**src/rtl/branch_sequencer_if.sv**
```systemverilog
// Handshake/bus bundle between the control unit (master) and branch_sequencer (slave).
interface branch_sequencer_if;
  logic        start;
  logic [31:0] ir;
  logic [31:0] pc;
  logic        con;
  logic        con_in;
  logic [31:0] pc_next;
  logic        pc_load;
  logic        taken;
  logic        illegal;
  logic        busy;
  logic        done;

  modport master (
    output start, ir, pc, con,
    input  con_in, pc_next, pc_load, taken, illegal, busy, done
  );

  modport slave (
    input  start, ir, pc, con,
    output con_in, pc_next, pc_load, taken, illegal, busy, done
  );
endinterface

```
**src/rtl/branch_sequencer.sv**
```systemverilog
// Multi-cycle conditional-branch sequencer: IDLE -> EVAL -> CALC -> LOAD -> DONE.
// Optional saturating taken/not-taken counters are enabled with `define BRANCH_STATS_EN.
module branch_sequencer #(
  parameter logic [4:0] BR_OPCODE = 5'b10010,
  parameter int         COUNT_W   = 16
) (
  input  logic               clk,
  input  logic               clr,
  branch_sequencer_if.slave  bus
`ifdef BRANCH_STATS_EN
  ,
  output logic [COUNT_W-1:0] taken_count,
  output logic [COUNT_W-1:0] not_taken_count
`endif
);

  typedef enum logic [2:0] {IDLE, EVAL, CALC, LOAD, DONE} state_t;

  state_t      state_reg, state_next;
  logic [4:0]  opcode_reg;
  logic [18:0] cfield_reg;
  logic [31:0] pc_reg;
  logic [31:0] pc_next_reg;
  logic        taken_reg;
  logic        illegal_reg;
  logic        legal;
  logic [31:0] offset;
  logic        con_in_next;
  logic        pc_load_next;
  logic        done_next;

  // Only the opcode and C-field are kept; the condition field is decoded by the CON FF.
  assign legal  = (opcode_reg == BR_OPCODE);
  assign offset = {{13{cfield_reg[18]}}, cfield_reg};

  always_ff @(posedge clk or posedge clr) begin
    if (clr) begin
      state_reg <= IDLE;
    end else begin
      state_reg <= state_next;
    end
  end

  always_comb begin
    state_next   = state_reg;
    con_in_next  = 1'b0;
    pc_load_next = 1'b0;
    done_next    = 1'b0;
    case (state_reg)
      IDLE: if (bus.start) state_next = EVAL;
      EVAL: begin
        con_in_next = legal;
        state_next  = legal ? CALC : DONE;
      end
      CALC: state_next = LOAD;
      LOAD: begin
        pc_load_next = taken_reg;
        state_next   = DONE;
      end
      DONE: begin
        done_next  = 1'b1;
        state_next = IDLE;
      end
      default: state_next = IDLE;
    endcase
  end

  always_ff @(posedge clk or posedge clr) begin
    if (clr) begin
      opcode_reg  <= '0;
      cfield_reg  <= '0;
      pc_reg      <= '0;
      pc_next_reg <= '0;
      taken_reg   <= 1'b0;
      illegal_reg <= 1'b0;
    end else begin
      case (state_reg)
        IDLE: if (bus.start) begin
          opcode_reg  <= bus.ir[31:27];
          cfield_reg  <= bus.ir[18:0];
          pc_reg      <= bus.pc;
          taken_reg   <= 1'b0;
          illegal_reg <= 1'b0;
        end
        EVAL: begin
          taken_reg   <= legal & bus.con;
          illegal_reg <= ~legal;
        end
        CALC: pc_next_reg <= pc_reg + offset;
        // A not-taken branch falls through to the already-incremented PC.
        LOAD: if (!taken_reg) pc_next_reg <= pc_reg;
        default: ;
      endcase
    end
  end

`ifdef BRANCH_STATS_EN
  always_ff @(posedge clk or posedge clr) begin
    if (clr) begin
      taken_count     <= '0;
      not_taken_count <= '0;
    end else if (state_reg == LOAD) begin
      if (taken_reg) begin
        if (taken_count != '1) taken_count <= taken_count + {{(COUNT_W-1){1'b0}}, 1'b1};
      end else begin
        if (not_taken_count != '1) not_taken_count <= not_taken_count + {{(COUNT_W-1){1'b0}}, 1'b1};
      end
    end
  end
`endif

  assign bus.con_in  = con_in_next;
  assign bus.pc_load = pc_load_next;
  assign bus.done    = done_next;
  assign bus.busy    = (state_reg != IDLE);
  assign bus.pc_next = pc_next_reg;
  assign bus.taken   = taken_reg;
  assign bus.illegal = illegal_reg;

endmodule

```
**src/flat_wrapper.sv**
```systemverilog
// flat-port wrapper written by rule: the top's interface ports become plain ports
module branch_sequencer_flat 
#(
  parameter logic [4:0] BR_OPCODE = 5'b10010,
  parameter int         COUNT_W   = 16
)
  (clk, clr, bus_start, bus_ir, bus_pc, bus_con, bus_con_in, bus_pc_next, bus_pc_load, bus_taken, bus_illegal, bus_busy, bus_done);
  branch_sequencer_if bus_i ();
  input  logic clk;
  input  logic clr;
  input wire logic [$bits(bus_i.start)-1:0] bus_start;
  input wire logic [$bits(bus_i.ir)-1:0] bus_ir;
  input wire logic [$bits(bus_i.pc)-1:0] bus_pc;
  input wire logic [$bits(bus_i.con)-1:0] bus_con;
  output wire logic [$bits(bus_i.con_in)-1:0] bus_con_in;
  output wire logic [$bits(bus_i.pc_next)-1:0] bus_pc_next;
  output wire logic [$bits(bus_i.pc_load)-1:0] bus_pc_load;
  output wire logic [$bits(bus_i.taken)-1:0] bus_taken;
  output wire logic [$bits(bus_i.illegal)-1:0] bus_illegal;
  output wire logic [$bits(bus_i.busy)-1:0] bus_busy;
  output wire logic [$bits(bus_i.done)-1:0] bus_done;
  assign bus_i.start = bus_start;
  assign bus_i.ir = bus_ir;
  assign bus_i.pc = bus_pc;
  assign bus_i.con = bus_con;
  assign bus_con_in = bus_i.con_in;
  assign bus_pc_next = bus_i.pc_next;
  assign bus_pc_load = bus_i.pc_load;
  assign bus_taken = bus_i.taken;
  assign bus_illegal = bus_i.illegal;
  assign bus_busy = bus_i.busy;
  assign bus_done = bus_i.done;
  branch_sequencer #(.BR_OPCODE(BR_OPCODE), .COUNT_W(COUNT_W)) u_core (.clk(clk), .clr(clr), .bus(bus_i));
endmodule
```
**config.mk**
```make
export PLATFORM = sky130hd
export DESIGN_NAME = branch_sequencer_flat
export DESIGN_NICKNAME = d
export VERILOG_FILES = /design/src/rtl/branch_sequencer_if.sv /design/src/rtl/branch_sequencer.sv /design/src/flat_wrapper.sv
export SDC_FILE = /design/constraint.sdc
export NUM_CORES = 1
export LEC_CHECK = 0
export CAP_MARGIN = 20
export CORE_MARGIN = 8
export CORE_UTILIZATION = 40
export CTS_CLUSTER_SIZE = 20
export DETAILED_ROUTE_END_ITERATION = 12
export PLACE_DENSITY_LB_ADDON = 0.15
export SYNTH_ARGS = -nofsm -noshare
export SYNTH_HDL_FRONTEND = slang
export SYNTH_SLANG_ARGS = --single-unit
```
**constraint.sdc**
```tcl
create_clock -name clk -period 3.53 [get_ports clk]
set_input_delay 0.706 -clock clk [delete_from_list [all_inputs] [get_ports clk]]
set_output_delay 0.706 -clock clk [all_outputs]
set_load 0.05 [all_outputs]
```
==> results.yml, run 1 <==
floorplanning:
  fp.dieArea_sq_um: 17700
  fp.coreArea_sq_um: 13300
  start_util: 0.411
  ios: 106
  die_w_microns: 133
  fp-row-count: 42
  die_h_microns: 133
layout:
  area_growth_pct: 27.2
  final_util: 0.523
  antenna_cells: 0
  layout-drive-gt1-share: 0.142
  nets: 744
place:
  io_buffers: 97
  routabilityCongestion: 0.884
  dp_hpwl_microns: 10300
sta:
  timing.slew.headroom: 0.513
  worstMarginPinSlew_ps: 712
  finalHoldViolCount: 0
  clock_skew_ps: 11.2
  rsz0062_at_grt: "no"
  slew_violations: 0
  period_share: 0.836
  max_freq_ghz: 0.339
  min_period_ps: 2950
  holdWs_ps: 485
  setup_total_negative_slack_ps: 0
  setup-violations-final: 0
worst_setup_path:
  crit_arrival_ps: 3210
  end_kind: "flop"
  crit_type: "flop to flop"
  reg2reg_from: "u_core.pc_reg[4]$_DFFE_PP0P_"
  start_kind: "flop"
  crit_start: "u_core.pc_reg[4]$_DFFE_PP0P_"
  critPathRequiredTime_ps: 3790
  cp_max_fo: 5
  r2r_cells: 9
drt:
  drtIter0Drc: 206
  viasPerCell: 5.38
  drt-total-wl_microns: 13900
  vias: 4441
  first_pass_iters: 4
  drcViolationCount: 0
  wl_per_cell_microns: 16.9
  ant_nets: 0
hold_path:
  hold_depth: 2
  min-delay-start: "u_core.bus.pc_next[5]$_DFFE_PP0P_"
  hp-class: "flop to flop"
logic_synthesis:
  synth_top_area_frac: 0.426
  synth_cells: 553
  yosysWarnings: 0
  synth-edff-count: 0
  ys_ff_latch: 93
  avgSynthCellArea_sq_um: 9.89
  syn_nets: 653
  synth.largest_area_cell: "dfrtp_1"
  ys_top_cells_by_area: "dfrtp_1 43%, mux2_2 11%, ha_1 7.1%"
  synthFlopType: "dfrtp_1"
  synth_seq_area_share: 0.426
  ys_async_sr_fraction: 1.00
  synth_area_sq_um: 5470
  synthDistinctLibCells: 58
clock_tree:
  clock-sinks: 93
  h-tree-depth: 3
  clkTransAtPathRegs_ps: 70
  cts_resized: 0
  postCtsSetupBuffers: 0
  clockBufferDepth: 2
  cts_tree: "built"
  root_buffer: "clkbuf_16"
  cts_hold_buf: 0
  numCtsBuffers: 9
  insertion_delay_ps: 350
global_routing:
  antenna_found_initial: 0
  gr-total-overflow: 0
  grt_pass1_vias: 4464
  grt_usage: 0.161
  grt_max_degree: 60
  grt_pass1_wl_microns: 23300
flow_run:
  cap_viol_max_count: 0
status:
  status: "complete, no violations"
## through the flow
| step | worst slack (ps) | std cells | cell area, sq um |
|---|---|---|---|
| after floorplan | 404 | 553 | 5470 |
| after global placement | 655 | 808 | 6650 |
| after detailed placement | 612 | 808 | 6650 |
| after CTS | 579 | 824 | 6940 |
| after global routing | 349 | 825 | 6960 |
| final | 578 | 825 | 6960 |
## worst max-delay path, cell delays in order (launching register included)
cell and delay (ps):
dfrtp_1 410, ha_1 360, a21oi_1 250, nand2_1 140, o21ai_0 330, a21oi_2 150, a221oi_2 410, nor4_1 130
or4_1 510, a31oi_1 180
## Yosys cell counts (all sizes together), types with 4 or more instances
cell    number
ha          31
a31oi        8
dfrtp       93
nand2       54
clkbuf      22
nor2        43
xnor2       16
o21bai       4
nor3         9
a21oi       52
o21ai       37
o21a         8
a21o        13
nand3b      15
buf          8
nand4        7
xor2         8
mux2        55
mux2i        4
inv         12
and2         4
## per-layer routing
layer / part of all wire / GRT usage / wire [microns] / up-vias
li1: - / - / - / 2183
met1: 0.49 / 0.212 / 6750 / 2145
met2: 0.44 / 0.243 / 6060 / 104
met3: 0.069 / 0.0625 / 963 / 9
met4: 0.0093 / 0.0366 / 129 / 0
met5: 0 / 0 / 0 / -
## layout by cell type, fill, tap and decap left out, drive strengths merged, types with 7 or more instances in the layout
| master | count |
|---|---|
| clkdlybuf4s50 | 97 |
| dfrtp | 93 |
| mux2 | 55 |
| nand2 | 54 |
| a21oi | 52 |
| nor2 | 43 |
| o21ai | 37 |
| ha | 31 |
| xnor2 | 16 |
| nand3b | 15 |
| inv | 15 |
| a21o | 13 |
| buf | 13 |
| clkbuf | 10 |
| nor3 | 9 |
| a31oi | 8 |
| xor2 | 8 |
| o21a | 8 |
| nand4 | 7 |
## final cells by class
type	count	area, sq um
clock buffers	10	239
fillers	1235	6340
clock inverters	6	51.3
inverters	12	46.3
well taps	176	220
repair buffers	110	1090
flip-flops and latches	93	2330
multi-input cells	418	2980
## worst paths after layout
check	slack, ps	end
max in group asynchronous	2050	u_core.bus.pc_next[22]$_DFFE_PP0P_
min	480	u_core.bus.pc_next[5]$_DFFE_PP0P_
min reg2reg	480	u_core.bus.pc_next[5]$_DFFE_PP0P_
max	580	u_core.bus.pc_next[31]$_DFFE_PP0P_
min in group asynchronous	690	u_core.bus.pc_next[2]$_DFFE_PP0P_
max reg2reg	580	u_core.bus.pc_next[31]$_DFFE_PP0P_
## cells by family (layout without fill, tap and decap cells)
group	count (synthesis)	count (layout)	share of synthesized area
xor+xnor	24	24	0.0384
buf+inv	42	138	0.0309
mux	59	59	0.121
simple gates	150	150	0.130
fa+ha+maj	32	32	0.0746
compound gates	153	153	0.180
flops	93	93	0.426
Power of run 1 is not shown: default switching activity piles up to over one toggle a cycle in this logic, so the estimate is an artifact.
==> run 2, diff against run 1 <==
clock period = 2.76 ns   (was 3.53 ns; I/O delays follow)
==> run 2 against run 1 <==
Register-to-register slack worse by 460 ps. Global-route usage up 0.39 points. Hold slack worse by 1.3 ps. Critical path depth unchanged. Flip-flop and latch count unchanged. Sequential share of layout area down 0.92 points.
==> results.yml, run 2 (synthesis gave the netlist of run 1 again) <==
status:
  status: "complete, no violations"
global_routing:
  grt_pass1_wl_microns: 23600
  grt_pass1_vias: 4605
  gr-total-overflow: 0
  grt_max_degree: 58
  grt_usage: 0.165
  antenna_found_initial: 0
clock_tree:
  clkTransAtPathRegs_ps: 60
  clock-sinks: 93
  clockBufferDepth: 2
  h-tree-depth: 3
  insertion_delay_ps: 350
  numCtsBuffers: 9
  root_buffer: "clkbuf_16"
  cts_hold_buf: 0
  cts_tree: "built"
layout:
  nets: 758
  final_common_cell: "clkdlybuf4s50_1"
  area_growth_pct: 30.8
  final_cell_mix: "94 x clkdlybuf4s50_1, 93 x dfrtp_1, 55 x mux2_2"
  layout-drive-gt1-share: 0.178
  fin_cells: 839
  antenna_cells: 0
drt:
  drt-total-wl_microns: 14400
  vias: 4504
  wl_per_cell_microns: 17.1
  drtIter0Drc: 213
  ant_nets: 0
  drcViolationCount: 0
  viasPerCell: 5.37
  first_pass_iters: 4
sta:
  min_period_ps: 2640
  holdWs_ps: 484
  finalHoldViolCount: 0
  max_freq_ghz: 0.379
  setup-violations-final: 0
  timing.slew.headroom: 0.337
  worstMarginPinSlew_ps: 991
  period_share: 0.956
  clock_skew_ps: 6.42
  slew_violations: 0
floorplanning:
  die_w_microns: 133
  die_h_microns: 133
  fp-row-count: 42
  start_util: 0.411
  ios: 106
  fp.dieArea_sq_um: 17700
  fp.coreArea_sq_um: 13300
hold_path:
  hp-class: "flop to flop"
worst_setup_path:
  cp_max_fo: 5
  crit_type: "flop to flop"
  critPathRequiredTime_ps: 3030
  start_kind: "flop"
  end_kind: "flop"
  crit_arrival_ps: 2910
place:
  io_buffers: 97
  routabilityCongestion: 0.890
  placed_cells: 822
  dp_hpwl_microns: 10600
flow_run:
  cap_viol_max_count: 0
## run 2: worst max-delay path, cell delays in order (launching register included)
cell,delay [ps]
dfrtp_1,420
ha_4,280
a21oi_2,130
nor2_1,80
a2111oi_4,390
a21oi_2,130
a221oi_2,350
nor4_2,110
or4_1,500
a31oi_1,160
## run 2: layer usage
layer / vias up / track usage / share of wire
li1: 2223 / - / -
met1: 2160 / 0.213 / 0.47
met2: 109 / 0.255 / 0.45
met3: 12 / 0.0522 / 0.066
met4: 0 / 0.0568 / 0.013
met5: - / 0 / 0
## run 2: area by class of cell
class | instances | area (sq um)
inverter | 12 | 48.8
fill | 1211 | 6140
multi-input combinational | 418 | 3050
timing repair buffer | 124 | 1190
sequential | 93 | 2330
tap | 176 | 220
clock buffer | 11 | 233
clock inverter | 5 | 82.6
## run 2: path summary, 6_finish.rpt
path                                                    start                                 end  slack [ps]  cells past startpoint
min reg2reg                u_core.bus.pc_next[10]$_DFFE_PP0P_  u_core.bus.pc_next[10]$_DFFE_PP0P_         480                      2
max in group asynchronous                                 clr  u_core.bus.pc_next[25]$_DFFE_PP0P_        1560                      3
min in group asynchronous                                 clr   u_core.bus.pc_next[0]$_DFFE_PP0P_         730                      3
min                        u_core.bus.pc_next[10]$_DFFE_PP0P_  u_core.bus.pc_next[10]$_DFFE_PP0P_         480                      2
max                              u_core.pc_reg[8]$_DFFE_PP0P_  u_core.bus.pc_next[31]$_DFFE_PP0P_         120                      9
max reg2reg                      u_core.pc_reg[8]$_DFFE_PP0P_  u_core.bus.pc_next[31]$_DFFE_PP0P_         120                      9
## run 2: per-stage QoR
step	setup TNS, ps	util	setup slack [ps]	instance area [sq um]
floorplan	0	-	170	5470
global placement	0	0.508	81.5	6760
detailed placement	0	0.508	35.8	6760
CTS	0	0.532	8.72	7070
global route	-5.47	0.538	-5.47	7150
finish	0	0.538	120	7150
## run 2: repair_timing
action,CTS,global route
resized for setup,0,14
setup buffers,0,1
hold endpoints to repair,0,0
setup endpoints to repair,0,9
Power of run 2 is left out for the same reason.
==> run 3, diff against run 2 <==
clock period = 3.17 ns   (was 2.76 ns; I/O delays follow)
==> run 3 against run 2 <==
Non-clock buffer count down 14. Routed wire length shrank 3.7%. Sequential share of layout area grew 0.98 points. Worst setup slack better by 150 ps. Via count down 1.4%. Cell count fell by 1.7%. Flip-flop and latch count unchanged. Critical endpoint is now u_core.bus.pc_next[30]$_DFFE_PP0P_.
==> results.yml, run 3 (synthesis gave the netlist of run 1 again) <==
global_routing:
  gr-total-overflow: 0
  grt_pass1_vias: 4653
  antenna_found_initial: 0
  grt_pass1_wl_microns: 23400
  grt_max_degree: 63
  grt_usage: 0.161
worst_setup_path:
  r2r_cells: 10
  crit_arrival_ps: 3150
  crit_type: "flop to flop"
  critPathRequiredTime_ps: 3410
  cp_max_fo: 4
  rr_endpoint: "u_core.bus.pc_next[30]$_DFFE_PP0P_"
  end_kind: "flop"
  start_kind: "flop"
  cp-endpoint: "u_core.bus.pc_next[30]$_DFFE_PP0P_"
  crit_start: "u_core.pc_reg[0]$_DFFE_PP0P_"
  reg2reg_slack_ps: 270
  reg2reg_from: "u_core.pc_reg[0]$_DFFE_PP0P_"
drt:
  drtIter0Drc: 249
  wl_per_cell_microns: 16.8
  viasPerCell: 5.38
  ant_nets: 0
  drcViolationCount: 0
  vias: 4442
  first_pass_iters: 4
  drt-total-wl_microns: 13800
clock_tree:
  root_buffer: "clkbuf_16"
  cts_tree: "built"
  h-tree-depth: 3
  numCtsBuffers: 9
  postCtsSetupBuffers: 0
  cts_resized: 0
  clkTransAtPathRegs_ps: 70
  clock-sinks: 93
  clockBufferDepth: 2
  cts_hold_buf: 0
  insertion_delay_ps: 340
floorplanning:
  start_util: 0.411
  die_h_microns: 133
  fp.dieArea_sq_um: 17700
  ios: 106
  die_w_microns: 133
  fp-row-count: 42
  fp.coreArea_sq_um: 13300
layout:
  layout-drive-gt1-share: 0.142
  antenna_cells: 0
  nets: 744
  final_cell_mix: "97 x clkdlybuf4s50_1, 93 x dfrtp_1, 55 x mux2_2"
  final_common_cell: "clkdlybuf4s50_1"
  area_growth_pct: 27.0
sta:
  rsz0062_at_grt: "no"
  period_share: 0.916
  min_period_ps: 2900
  setup_total_negative_slack_ps: 0
  worstMarginPinSlew_ps: 590
  max_freq_ghz: 0.344
  timing.slew.headroom: 0.597
  setup-violations-final: 0
  finalHoldViolCount: 0
  slew_violations: 0
  clock_skew_ps: 5.30
place:
  io_buffers: 97
  dp_hpwl_microns: 10300
  routabilityCongestion: 0.897
hold_path:
  hp-class: "flop to flop"
status:
  status: "complete, no violations"
flow_run:
  cap_viol_max_count: 0
==> run 3: cell types whose count changed in the layout (fill, tap and decap cells not counted), moves of 2 or more <==
cell	delta
a21oi_1	+2
clkinv_2	+4
buf_4	-16
clkbuf_1	-2
a21oi_2	-2
clkdlybuf4s50_1	+3
ha_1	+3
ha_4	-3
==> run 3: layout make-up <==
type	instances	area, sq um
sequential	93	2330
multi-input combinational	418	2980
fill	1211	6350
clock inverter	7	66.3
timing repair buffer	110	1080
clock buffer	9	225
tap	176	220
inverter	12	46.3
==> run 3: layer usage <==
metal | GRT usage | vias up | wire length [microns]
li1 | - | 2188 | -
met1 | 0.216 | 2124 | 6520
met2 | 0.243 | 120 | 6190
met3 | 0.0458 | 10 | 973
met4 | 0.0543 | 0 | 158
met5 | 0 | - | 0
==> run 3: worst max-delay path, stage by stage (launching register included) <==
cell,delay (ps)
dfrtp_1,390
ha_1,230
fa_1,420
a21oi_1,290
o211a_1,210
nor2_1,100
o21a_1,250
and3_1,200
a21oi_1,350
nor3_1,100
a311oi_1,260
==> run 3: metrics by stage <==
stage          area, sq um  setup WS (ps)  instances  utilization  hold slack [ps]
6_report              6950            266        825        0.522              482
5_1_grt               6950            107        825        0.522              514
4_1_cts               6950            252        825        0.522              488
3_5_place_dp          6650            306        809        0.500              473
3_3_place_gp          6650            345        809        0.500              469
2_1_floorplan         5470            116        553            -              472
==> run 3: worst min path at each step <==
stage	slack, ps	from	depth (start not counted)	end
after CTS	490	u_core.bus.pc_next[3]$_DFFE_PP0P_	2	u_core.bus.pc_next[3]$_DFFE_PP0P_
after global routing	510	u_core.bus.pc_next[5]$_DFFE_PP0P_	2	u_core.bus.pc_next[5]$_DFFE_PP0P_
after floorplan	470	u_core.opcode_reg[1]$_DFFE_PP0P_	1	u_core.opcode_reg[1]$_DFFE_PP0P_
final	480	u_core.bus.pc_next[5]$_DFFE_PP0P_	2	u_core.bus.pc_next[5]$_DFFE_PP0P_
after detailed placement	470	u_core.bus.pc_next[3]$_DFFE_PP0P_	2	u_core.bus.pc_next[3]$_DFFE_PP0P_
after global placement	470	u_core.bus.pc_next[3]$_DFFE_PP0P_	2	u_core.bus.pc_next[3]$_DFFE_PP0P_
Power of run 3 is left out for the same reason.
==> RTL change: new RTL, settings of run 1 <==
Re-encode `state_t` (5 states) as Gray code, 3 bits wide.
--- a/src/rtl/branch_sequencer.sv
+++ b/src/rtl/branch_sequencer.sv
@@ -16,3 +16,3 @@
 
-  typedef enum logic [2:0] {IDLE, EVAL, CALC, LOAD, DONE} state_t;
+  typedef enum logic [2:0] {IDLE = 3'b000, EVAL = 3'b001, CALC = 3'b011, LOAD = 3'b010, DONE = 3'b110} state_t;
 
Formal check against the unedited RTL: no difference found for any inputs over 10 cycles, from zero or initial values; not proved beyond that.
==> RTL change against run 1 <==
Sequential cell count stayed put; synthesized cell count increased by 3.3%; clock skew barely moved; sequential share of layout area down 0.36 points; maximum frequency down 2.6%; setup slack got worse by 0.078 ns; core utilization fell by 1.3 points; synthesized area grew 2.2%; wire length increased by 5.8%; design area rose by 1.1%; critical endpoint is now bus_con_in; highest routed layer unchanged.
Power is not shown: default switching activity piles up to over one toggle a cycle in this logic, so the estimate is an artifact.
==> RTL change: results (changes against run 1) <==
- Outcome: complete, no violations (unchanged)
- Top delay family on crit path: buffers and inverters (was compound AO/OA/AOI/OAI gates)
- Slew margin rel.: 0.536 (was 0.513)
- Gr usage total: 0.168 (was 0.161)
- Post-CTS Setup Bufs: 0 (unchanged)
- Worst path max stage delay: 0.85 ns (was 0.51 ns)
- WL final: 14,700 um (was 13,900 um)
- Hold EP: u_core.opcode_reg[1] (was u_core.bus.pc_next[5])
- Root Driver: clkbuf_16 (unchanged)
- R2R Path Start: u_core.pc_reg[0] (was u_core.pc_reg[4])
- R2R depth: 9 (unchanged)
- Hold Startpoint: u_core.opcode_reg[1] (was u_core.bus.pc_next[5])
- Asr flop ratio synth: 1.00 (unchanged)
- Worst skew pair latency: 0.36 ns
- CTS HTree Levels: 3 (unchanged)
- TritonCTS Buffers: 9 (unchanged)
- Fin nets: 759 (was 744)
- Hold Crit Class: flop to flop (unchanged)
- Syn_nets: 671 (was 653)
- CP max-delay cell: clkdlybuf4s50_1 (was or4_1)
- Final Skew: 0.0114 ns (was 0.0112 ns)
- Vias in the first global route: 4,906 (was 4,464)
- Via density: 5.46 (was 5.38)
- Initial antenna violation count: 0 (unchanged)
- Syn. warnings: 0 (unchanged)
- Inserted Diodes: 0 (unchanged)
- 1st-pass router iterations: 4 (unchanged)
- First-pass GRT wire length: 24,600 um (was 23,300 um)
- Clock-pin slew on the worst setup and hold paths: 0.07 ns (about the same)
- GPL Wtd Cong: 0.859 (was 0.884)
- Most frequent cells after synthesis: 93 x dfrtp_1, 56 x mux2_2, 55 x a21oi_1 (was 93 x dfrtp_1, 55 x mux2_2, 54 x nand2_1)
- Crit path to: bus_con_in (was u_core.bus.pc_next[31])
- Yosys cell types: 61 (was 58)
- Share of cells above drive strength 1: 0.146 (was 0.142)
- Top_reg_cell synth: dfrtp_1 (unchanged)
- Hpwl dp: 11,100 um (was 10,300 um)
- IO Port Bufs: 97 (unchanged)
- R2R setup slack: 0.74 ns (was 0.58 ns)
- Crit path arrival time: 2.32 ns (was 3.21 ns)
- Maximum clock path buffer count: 2 (unchanged)
- Initial drt markers: 239 (was 206)
- Number of routed nets with antenna violations: 0 (unchanged)
- Largest net degree at the start of global routing: 59 (was 60)
- Sequential share of the synthesized area: 0.417 (was 0.426)
- Worst hold stages: 1 (was 2)
- Max FO, Critical Path: 6 (was 5)
- Top post-synthesis cells by area: dfrtp_1 42%, mux2_2 11%, ha_1 6.9% (was dfrtp_1 43%, mux2_2 11%, ha_1 7.1%)
- Post-CTS sizing: 0 (unchanged)
- Worst r2r dst: u_core.bus.pc_next[28] (was u_core.bus.pc_next[31])
- Start point of the critical path: u_core.state_reg[0] (was u_core.pc_reg[4])
[RTL change: cell types whose count changed in the layout (fill, tap and decap cells not counted), sizes merged, moves of 5 or more]
cell	delta
nand3b	-15
nor3	+11
nand2	-10
a211oi	+9
nor2	+8
or3	+8
a21oi	+6
xnor2	-6
xor2	+6
nand3	+5
[RTL change: layer usage]
layer  part of all wire  global-route usage  vias up  wire (um)
met5                  0                   0        -          0
li1                   -                   -     2255          -
met4              0.014              0.0424        0        200
met1               0.44               0.202     2249       6510
met2               0.49               0.289       87       7260
met3              0.050              0.0494       17        743
[RTL change: cell type report]
| type | instances | area [sq um] |
|---|---|---|
| Fill cell | 1319 | 6740 |
| Multi-Input combinational cell | 439 | 3100 |
| Sequential cell | 93 | 2330 |
| Timing Repair Buffer | 106 | 1050 |
| Clock buffer | 9 | 225 |
| Tap cell | 180 | 225 |
| Clock inverter | 7 | 63.8 |
| Inverter | 10 | 38.8 |
[RTL change: cell families after synthesis]
group                    share of synthesized area
flip-flops                                   0.417
buffers and inverters                       0.0291
multiplexers                                 0.122
AND/OR/NAND/NOR                              0.135
XOR/XNOR                                    0.0376
AO/OA/AOI/OAI                                0.186
adder cells (fa/ha/maj)                     0.0730
[RTL change: stage by stage]
stage / setup slack [ns] / cells / util / cell area [sq um] / hold slack (ns)
2_1_floorplan: 0.404 / 571 / - / 5590 / 0.437
3_3_place_gp: 0.779 / 828 / 0.490 / 6740 / 0.460
3_5_place_dp: 0.759 / 828 / 0.490 / 6740 / 0.478
4_1_cts: 0.492 / 844 / 0.511 / 7030 / 0.502
5_1_grt: 0.358 / 844 / 0.511 / 7030 / 0.516
6_report: 0.500 / 844 / 0.511 / 7030 / 0.498
